<file path="src/rtl/fpa_norm_round_if.sv">
// ---------------------------------------------------------------------------
// fpa_norm_round_if
//   Bundles the handshake and data signals around the fpa normalise/round
//   back end.
//   Input side  : in_valid, in_ready, sign, exp, mantis
//   Output side : out_valid, out_ready, result, ovf, inexact
//   master : the producer/consumer wrapped around the block (fpa + result reg)
//   slave  : the normalise/round block itself
// ---------------------------------------------------------------------------
interface fpa_norm_round_if #(
  parameter int EXP_W  = 8,
  parameter int FRAC_W = 23
);
  logic                      in_valid;
  logic                      in_ready;
  logic                      sign;
  logic [EXP_W-1:0]          exp;
  logic [FRAC_W+4:0]         mantis;
  logic                      out_valid;
  logic                      out_ready;
  logic [EXP_W+FRAC_W:0]     result;
  logic                      ovf;
  logic                      inexact;

  modport master (
    output in_valid, sign, exp, mantis, out_ready,
    input  in_ready, out_valid, result, ovf, inexact
  );

  modport slave (
    input  in_valid, sign, exp, mantis, out_ready,
    output in_ready, out_valid, result, ovf, inexact
  );
endinterface

</file>
<file path="src/rtl/fpa_norm_round.sv">
// ---------------------------------------------------------------------------
// fpa_norm_round
//   Back end of the fpa adder. Accepts an unnormalised {sign, exp, mantis}
//   tuple, normalises it one bit per cycle, rounds to nearest-even (or
//   truncates when ROUND_EN=0) and returns a packed IEEE-754 word.
//
//   Parameters
//     EXP_W    exponent width
//     FRAC_W   stored fraction width (mantis is FRAC_W+5 bits)
//     ROUND_EN 1 = round-to-nearest-even, 0 = truncate
//
//   Ports
//     clk    rising-edge clock
//     rst_n  asynchronous active-low reset
//     bus    slave side of fpa_norm_round_if:
//              in_valid/in_ready  input handshake
//              sign/exp/mantis    mantis = {carry, hidden, frac, G, R, S}
//              out_valid/out_ready output handshake
//              result             {sign, exp, frac}
//              ovf                result saturated to infinity
//              inexact            G|R|S nonzero after normalisation
// ---------------------------------------------------------------------------
module fpa_norm_round #(
  parameter int EXP_W    = 8,
  parameter int FRAC_W   = 23,
  parameter bit ROUND_EN = 1'b1
) (
  input  logic            clk,
  input  logic            rst_n,
  fpa_norm_round_if.slave bus
);

  localparam int MANT_W = FRAC_W + 5;
  localparam int WORD_W = 1 + EXP_W + FRAC_W;

  // Exponent is carried one bit wider than the field so a carry past the
  // all-ones code is still visible when overflow is decided.
  localparam logic [EXP_W:0] EXP_ONE = {{EXP_W{1'b0}}, 1'b1};
  localparam logic [EXP_W:0] EXP_MAX = {1'b0, {EXP_W{1'b1}}};

  typedef enum logic [1:0] {
    IDLE  = 2'd0,
    NORM  = 2'd1,
    ROUND = 2'd2,
    DONE  = 2'd3
  } state_t;

  state_t              state_reg, state_next;
  logic                sign_reg, sign_next;
  logic [EXP_W:0]      exp_reg, exp_next;
  logic [MANT_W-1:0]   mant_reg, mant_next;
  logic                pass_reg, pass_next;   // inf/NaN input, no rounding
  logic                zero_reg, zero_next;   // all-zero mantissa
  logic [WORD_W-1:0]   result_reg, result_next;
  logic                ovf_reg, ovf_next;
  logic                inexact_reg, inexact_next;
  logic                out_valid_reg, out_valid_next;

  // ---------------------------------------------------------------------
  // Rounding datapath, evaluated on the normalised mantissa in ROUND
  // ---------------------------------------------------------------------
  logic [FRAC_W-1:0]   frac;
  logic                g_bit, r_bit, s_bit;
  logic                round_up;
  logic [FRAC_W:0]     frac_sum;
  logic [EXP_W:0]      exp_rnd;
  logic                exp_ovf;
  logic [WORD_W-1:0]   round_word;
  logic                round_ovf;
  logic                round_inexact;

  assign frac     = mant_reg[MANT_W-3:3];
  assign g_bit    = mant_reg[2];
  assign r_bit    = mant_reg[1];
  assign s_bit    = mant_reg[0];
  // Ties (G=1, R=S=0) round up only when the kept LSB is odd.
  assign round_up = ROUND_EN & g_bit & (r_bit | s_bit | frac[0]);
  assign frac_sum = {1'b0, frac} + {{FRAC_W{1'b0}}, round_up};
  // A fraction carry-out leaves frac_sum[FRAC_W-1:0] at zero and bumps the
  // exponent; this also promotes an all-ones denormal to the smallest normal.
  assign exp_rnd  = exp_reg + {{EXP_W{1'b0}}, frac_sum[FRAC_W]};
  assign exp_ovf  = (exp_rnd >= EXP_MAX);

  always_comb begin
    round_word    = {sign_reg, exp_rnd[EXP_W-1:0], frac_sum[FRAC_W-1:0]};
    round_ovf     = 1'b0;
    round_inexact = g_bit | r_bit | s_bit;
    if (pass_reg) begin
      round_word    = {sign_reg, exp_reg[EXP_W-1:0], frac};
      round_inexact = 1'b0;
    end else if (zero_reg) begin
      round_word = {sign_reg, {(WORD_W-1){1'b0}}};
    end else if (exp_ovf) begin
      round_word = {sign_reg, {EXP_W{1'b1}}, {FRAC_W{1'b0}}};
      round_ovf  = 1'b1;
    end
  end

  // ---------------------------------------------------------------------
  // Next-state / datapath control
  // ---------------------------------------------------------------------
  always_comb begin
    state_next     = state_reg;
    sign_next      = sign_reg;
    exp_next       = exp_reg;
    mant_next      = mant_reg;
    pass_next      = pass_reg;
    zero_next      = zero_reg;
    result_next    = result_reg;
    ovf_next       = ovf_reg;
    inexact_next   = inexact_reg;
    out_valid_next = out_valid_reg;

    unique case (state_reg)
      IDLE: begin
        if (bus.in_valid) begin
          sign_next  = bus.sign;
          exp_next   = {1'b0, bus.exp};
          mant_next  = bus.mantis;
          pass_next  = 1'b0;
          zero_next  = 1'b0;
          state_next = NORM;
        end
      end

      NORM: begin
        if (exp_reg == EXP_MAX) begin
          pass_next  = 1'b1;
          state_next = ROUND;
        end else if (mant_reg == '0) begin
          zero_next  = 1'b1;
          state_next = ROUND;
        end else if (mant_reg[MANT_W-1]) begin
          // Carry out of the add: shift right, folding the dropped bit
          // into sticky so rounding still sees it.
          mant_next  = {1'b0, mant_reg[MANT_W-1:2], mant_reg[1] | mant_reg[0]};
          exp_next   = exp_reg + EXP_ONE;
          state_next = ROUND;
        end else if (!mant_reg[MANT_W-2] && (exp_reg > EXP_ONE)) begin
          mant_next  = {mant_reg[MANT_W-2:0], 1'b0};
          exp_next   = exp_reg - EXP_ONE;
        end else if (!mant_reg[MANT_W-2]) begin
          // Cannot shift further without going below the minimum exponent:
          // encode as a denormal with the fraction as it stands.
          exp_next   = '0;
          state_next = ROUND;
        end else begin
          state_next = ROUND;
        end
      end

      ROUND: begin
        result_next    = round_word;
        ovf_next       = round_ovf;
        inexact_next   = round_inexact;
        out_valid_next = 1'b1;
        state_next     = DONE;
      end

      DONE: begin
        if (bus.out_ready) begin
          out_valid_next = 1'b0;
          state_next     = IDLE;
        end
      end

      default: state_next = IDLE;
    endcase
  end

  // ---------------------------------------------------------------------
  // State registers
  // ---------------------------------------------------------------------
  always_ff @(posedge clk or negedge rst_n) begin
    if (!rst_n) begin
      state_reg     <= IDLE;
      sign_reg      <= 1'b0;
      exp_reg       <= '0;
      mant_reg      <= '0;
      pass_reg      <= 1'b0;
      zero_reg      <= 1'b0;
      result_reg    <= '0;
      ovf_reg       <= 1'b0;
      inexact_reg   <= 1'b0;
      out_valid_reg <= 1'b0;
    end else begin
      state_reg     <= state_next;
      sign_reg      <= sign_next;
      exp_reg       <= exp_next;
      mant_reg      <= mant_next;
      pass_reg      <= pass_next;
      zero_reg      <= zero_next;
      result_reg    <= result_next;
      ovf_reg       <= ovf_next;
      inexact_reg   <= inexact_next;
      out_valid_reg <= out_valid_next;
    end
  end

  assign bus.in_ready  = (state_reg == IDLE);
  assign bus.out_valid = out_valid_reg;
  assign bus.result    = result_reg;
  assign bus.ovf       = ovf_reg;
  assign bus.inexact   = inexact_reg;

endmodule

</file>
<file path="src/flat_wrapper.sv">
// flat-port wrapper written by rule: the top's interface ports become plain ports
module fpa_norm_round_flat 
#(
  parameter int EXP_W    = 8,
  parameter int FRAC_W   = 23,
  parameter bit ROUND_EN = 1'b1
)
  (clk, rst_n, bus_in_valid, bus_sign, bus_exp, bus_mantis, bus_out_ready, bus_in_ready, bus_out_valid, bus_result, bus_ovf, bus_inexact);
  fpa_norm_round_if #(.EXP_W(EXP_W), .FRAC_W(FRAC_W)) bus_i ();
  input  logic clk;
  input  logic rst_n;
  input wire logic [$bits(bus_i.in_valid)-1:0] bus_in_valid;
  input wire logic [$bits(bus_i.sign)-1:0] bus_sign;
  input wire logic [$bits(bus_i.exp)-1:0] bus_exp;
  input wire logic [$bits(bus_i.mantis)-1:0] bus_mantis;
  input wire logic [$bits(bus_i.out_ready)-1:0] bus_out_ready;
  output wire logic [$bits(bus_i.in_ready)-1:0] bus_in_ready;
  output wire logic [$bits(bus_i.out_valid)-1:0] bus_out_valid;
  output wire logic [$bits(bus_i.result)-1:0] bus_result;
  output wire logic [$bits(bus_i.ovf)-1:0] bus_ovf;
  output wire logic [$bits(bus_i.inexact)-1:0] bus_inexact;
  assign bus_i.in_valid = bus_in_valid;
  assign bus_i.sign = bus_sign;
  assign bus_i.exp = bus_exp;
  assign bus_i.mantis = bus_mantis;
  assign bus_i.out_ready = bus_out_ready;
  assign bus_in_ready = bus_i.in_ready;
  assign bus_out_valid = bus_i.out_valid;
  assign bus_result = bus_i.result;
  assign bus_ovf = bus_i.ovf;
  assign bus_inexact = bus_i.inexact;
  fpa_norm_round #(.EXP_W(EXP_W), .FRAC_W(FRAC_W), .ROUND_EN(ROUND_EN)) u_core (.clk(clk), .rst_n(rst_n), .bus(bus_i));
endmodule
</file>
<file path="config.mk">
export PLATFORM = sky130hd
export DESIGN_NAME = fpa_norm_round_flat
export DESIGN_NICKNAME = d
export VERILOG_FILES = /design/src/rtl/fpa_norm_round_if.sv /design/src/rtl/fpa_norm_round.sv /design/src/flat_wrapper.sv
export SDC_FILE = /design/constraint.sdc
export NUM_CORES = 1
export LEC_CHECK = 0
export BUFFER_PORTS_ARGS = -buffer_cell sky130_fd_sc_hd__clkbuf_2
export CAP_MARGIN = 40
export CORE_ASPECT_RATIO = 0.9
export CORE_MARGIN = 3
export CORE_UTILIZATION = 45
export CTS_CLUSTER_DIAMETER = 150
export DETAILED_ROUTE_END_ITERATION = 16
export GPL_TIMING_DRIVEN = 0
export HOLD_SLACK_MARGIN = 0.03
export PLACE_DENSITY = 0.75
export SYNTH_ARGS = -nofsm -noshare
export SYNTH_HDL_FRONTEND = slang
export SYNTH_SLANG_ARGS = --single-unit
</file>
<file path="constraint.sdc">
create_clock -name clk -period 4 [get_ports clk]
set_clock_uncertainty 0.1 [all_clocks]
set_input_delay 0.8 -clock clk [delete_from_list [all_inputs] [get_ports clk]]
set_output_delay 0.8 -clock clk [all_outputs]
set_load 0.02 [all_outputs]
</file>
==> flow_metrics.env <==
export IMPL_total_leakage_power_nw=2.68
export IMPL_ys_ff_latch=77
export IMPL_coreArea_mm2=0.0122
export IMPL_portBuffers=76
export IMPL_die_area_mm2=0.0139
export IMPL_synthDistinctLibCells=70
export IMPL_crit_buf_inv=2
export IMPL_track_usage_pct=25.5
export IMPL_timing_final_crit_period_ns=3.84
export IMPL_largest_reg_flops=32
export IMPL_yosysTopAreaCellShare_pct=34.1
export IMPL_synth_mux_area_share_pct=7.69
export IMPL_drtIter0Drc=751
export IMPL_syn_inst=681
export IMPL_clock_sinks=77
export IMPL_layoutNonFillerInstCount=932
export IMPL_slew_violations=0
export IMPL_setup_viol=0
export IMPL_synth_top_family_by_area="simple AND/OR/NAND/NOR gates"
export IMPL_ys_flop_type="dfrtp_1"
export IMPL_synth_fp_nets=733
export IMPL_first_pass_iters=7
export IMPL_critical_path_class="register to register"
export IMPL_hold_class="input pin to async pin"
export IMPL_rsz0062_at_grt="true"
export IMPL_crit_path_end_kind="register"
export IMPL_vias=5798
export IMPL_cp_max_fo=10
export IMPL_stdcell_area_mm2=0.00657
export IMPL_crit_required_ns=4.13
export IMPL_grt_pass1_vias=5439
export IMPL_power_density_mw_per_mm2=855
export IMPL_netlist_top_cells_count="dfrtp_1, nor2_1, clkbuf_1"
export IMPL_path_cells="buf_2 > nand4_4 > nor4_4 > nand3_1 > nor2_1 > ha_1 > ha_2 > nand3_2 > o21a_1 > buf_1 > nor4_1 > o21bai_1 > a31o_2"
export IMPL_ant_nets=0
export IMPL_numPlacedInstances=918
export IMPL_pre_cts_ws_ns=-0.163
export IMPL_synthAdderAreaFrac_pct=2.44
export IMPL_cpLargestDelayFamily="simple AND/OR/NAND/NOR gates"
export IMPL_peakVddDrop_v=0.000466
export IMPL_status="finished, final reports clean"
export IMPL_rows=38
export IMPL_synthArstFlopShare_pct=100
export IMPL_layout_nets=820
export IMPL_synth_seq_area_share_pct=34.1
export IMPL_cts_tree="built"
export IMPL_grt_pass1_wl_mm=28.4
export IMPL_die_h_um=112
export IMPL_start_util_pct=46.4
export IMPL_cts_setup_buffers=0
export IMPL_syn_area_per_cell_um2=8.29
export IMPL_ctsLongestPathBuffers=2
export IMPL_max_freq_mhz=260
export IMPL_synth_area_top_cells="dfrtp_1, nor2_1, a21oi_1"
export IMPL_slowest_delay_ns=0.37
export IMPL_gp_congestion=0.965
export IMPL_cp_slowest_cell="nor4_1"
export IMPL_htree_num_levels=3
export IMPL_yosys_area_share_xor_xnor_pct=0.310
export IMPL_whs_ns=0.259
export IMPL_clock_latency_ns=0.34
export IMPL_synth_edf_count=0
export IMPL_synth_most_common_cell="dfrtp_1"
export IMPL_cap_viol_max_count=0
export IMPL_worstPathArrival_ns=3.97
export IMPL_numCtsBuffers=9
export IMPL_cts_root_buf="clkbuf_16"
export IMPL_synth_top_area_cell="dfrtp_1"
export IMPL_die_w_um=124
export IMPL_worstMarginPinSlew_ns=0.817
export IMPL_antenna_cells=0
export IMPL_drt_vias_per_instance=6.22
export IMPL_fin_total_pwr_mw=5.62
export IMPL_clkTransAtPathRegs_ns=0.06
export IMPL_fin_util_pct=54.0
export IMPL_synth_simple_area_share_pct=25.2
export IMPL_post_dp_cell_area_mm2=0.00625
export IMPL_ctsHoldBuffers=0
export IMPL_period_share_pct=96.0
export IMPL_relSlewSlack_pct=44.0
export IMPL_worstSetupStartpointType="register"
export IMPL_wl_mm=17.0
export IMPL_yosysWarnings=0
export IMPL_route_detailed_drc=0
export IMPL_drive_gt1_share_pct=20.3
export IMPL_synth_compound_area_share_pct=23.5
export IMPL_syn_cell_area_mm2=0.00564
export IMPL_grt_max_degree=61
export IMPL_antenna_found_initial=0
export IMPL_worst_slack_ns=0.158
export IMPL_io_pins=77
export IMPL_final_hold_violation_count=0
export IMPL_routedWlPerCell_um=18.3
export IMPL_syn_to_final_growth_pct=16.4
export IMPL_grt_overflow=0
export IMPL_fin_setup_tns_ns=0
export IMPL_dp_hpwl_mm=12.5
layout by cell type, fill, tap and decap left out, types with 17 or more instances in the layout:
master	instances
dfrtp_1	77
a21oi_1	44
a22oi_1	26
nor4_1	17
nand3_1	32
nand2_1	39
o21ai_0	25
inv_1	18
clkbuf_1	43
nor3_1	19
mux2_1	19
nand4_1	18
buf_2	22
clkbuf_2	75
nor2_1	70
a31oi_1	27
report_power, final:
part	leakage (nW)	internal (mW)	switching, mW	total (mW)
combinational	1.64	1.22	2.14	3.36
sequential	0.903	1.17	0.293	1.46
clock	0.137	0.466	0.324	0.790
total	2.68	2.86	2.76	5.62
kinds of logic (layout without fill, tap and decap cells):
group                      after synthesis  after routing
DFF                                     77             77
xor gates and xnor gates                 2              2
buffers and inverters                   91            182
adders and majority gates               11             11
AOI/OAI and AO/OA                      196            196
muxes                                   39             39
and+or+nand+nor                        265            265
repair_timing:
item | 4_1_cts | 5_1_grt
resized for setup | 2 | 5
pin swaps | 0 | 0
endpoints found under the setup margin | 22 | 30
endpoints found under the hold margin | 0 | 0
cell type report:
| type | instances | area (um2) |
|---|---|---|
| buffer | 72 | 309 |
| clock inverter | 3 | 20.0 |
| multi-input combinational | 513 | 3370 |
| timing repair buffer | 77 | 410 |
| fill | 1209 | 5600 |
| sequential | 77 | 1930 |
| clock buffer | 12 | 267 |
| inverter | 18 | 67.6 |
| tap | 160 | 200 |
path summary, 6_finish.rpt:
check / start / endpoint / slack [ns] / cells past startpoint
max in group asynchronous: rst_n / u_core.mant_reg[27] / 2.94 / 2
min in group clk: u_core.bus.result[29] / u_core.bus.result[29] / 0.41 / 1
hold reg to reg: u_core.bus.result[29] / u_core.bus.result[29] / 0.41 / 1
setup / recovery: u_core.mant_reg[5] / u_core.bus.result[30] / 0.16 / 13
setup reg to reg: u_core.mant_reg[5] / u_core.bus.result[30] / 0.16 / 13
hold / removal: rst_n / u_core.bus.result[10] / 0.26 / 1
layer usage:
metal  global-route usage (%)  vias to the layer above  routed length (um)
met3                     5.94                       29                1580
li1                         -                     2721                   -
met2                     36.5                      328                7300
met5                        0                        -                   0
met1                     38.3                     2720                7800
met4                     7.30                        0                 335
Note: power is estimated with default switching activity, not from simulation.
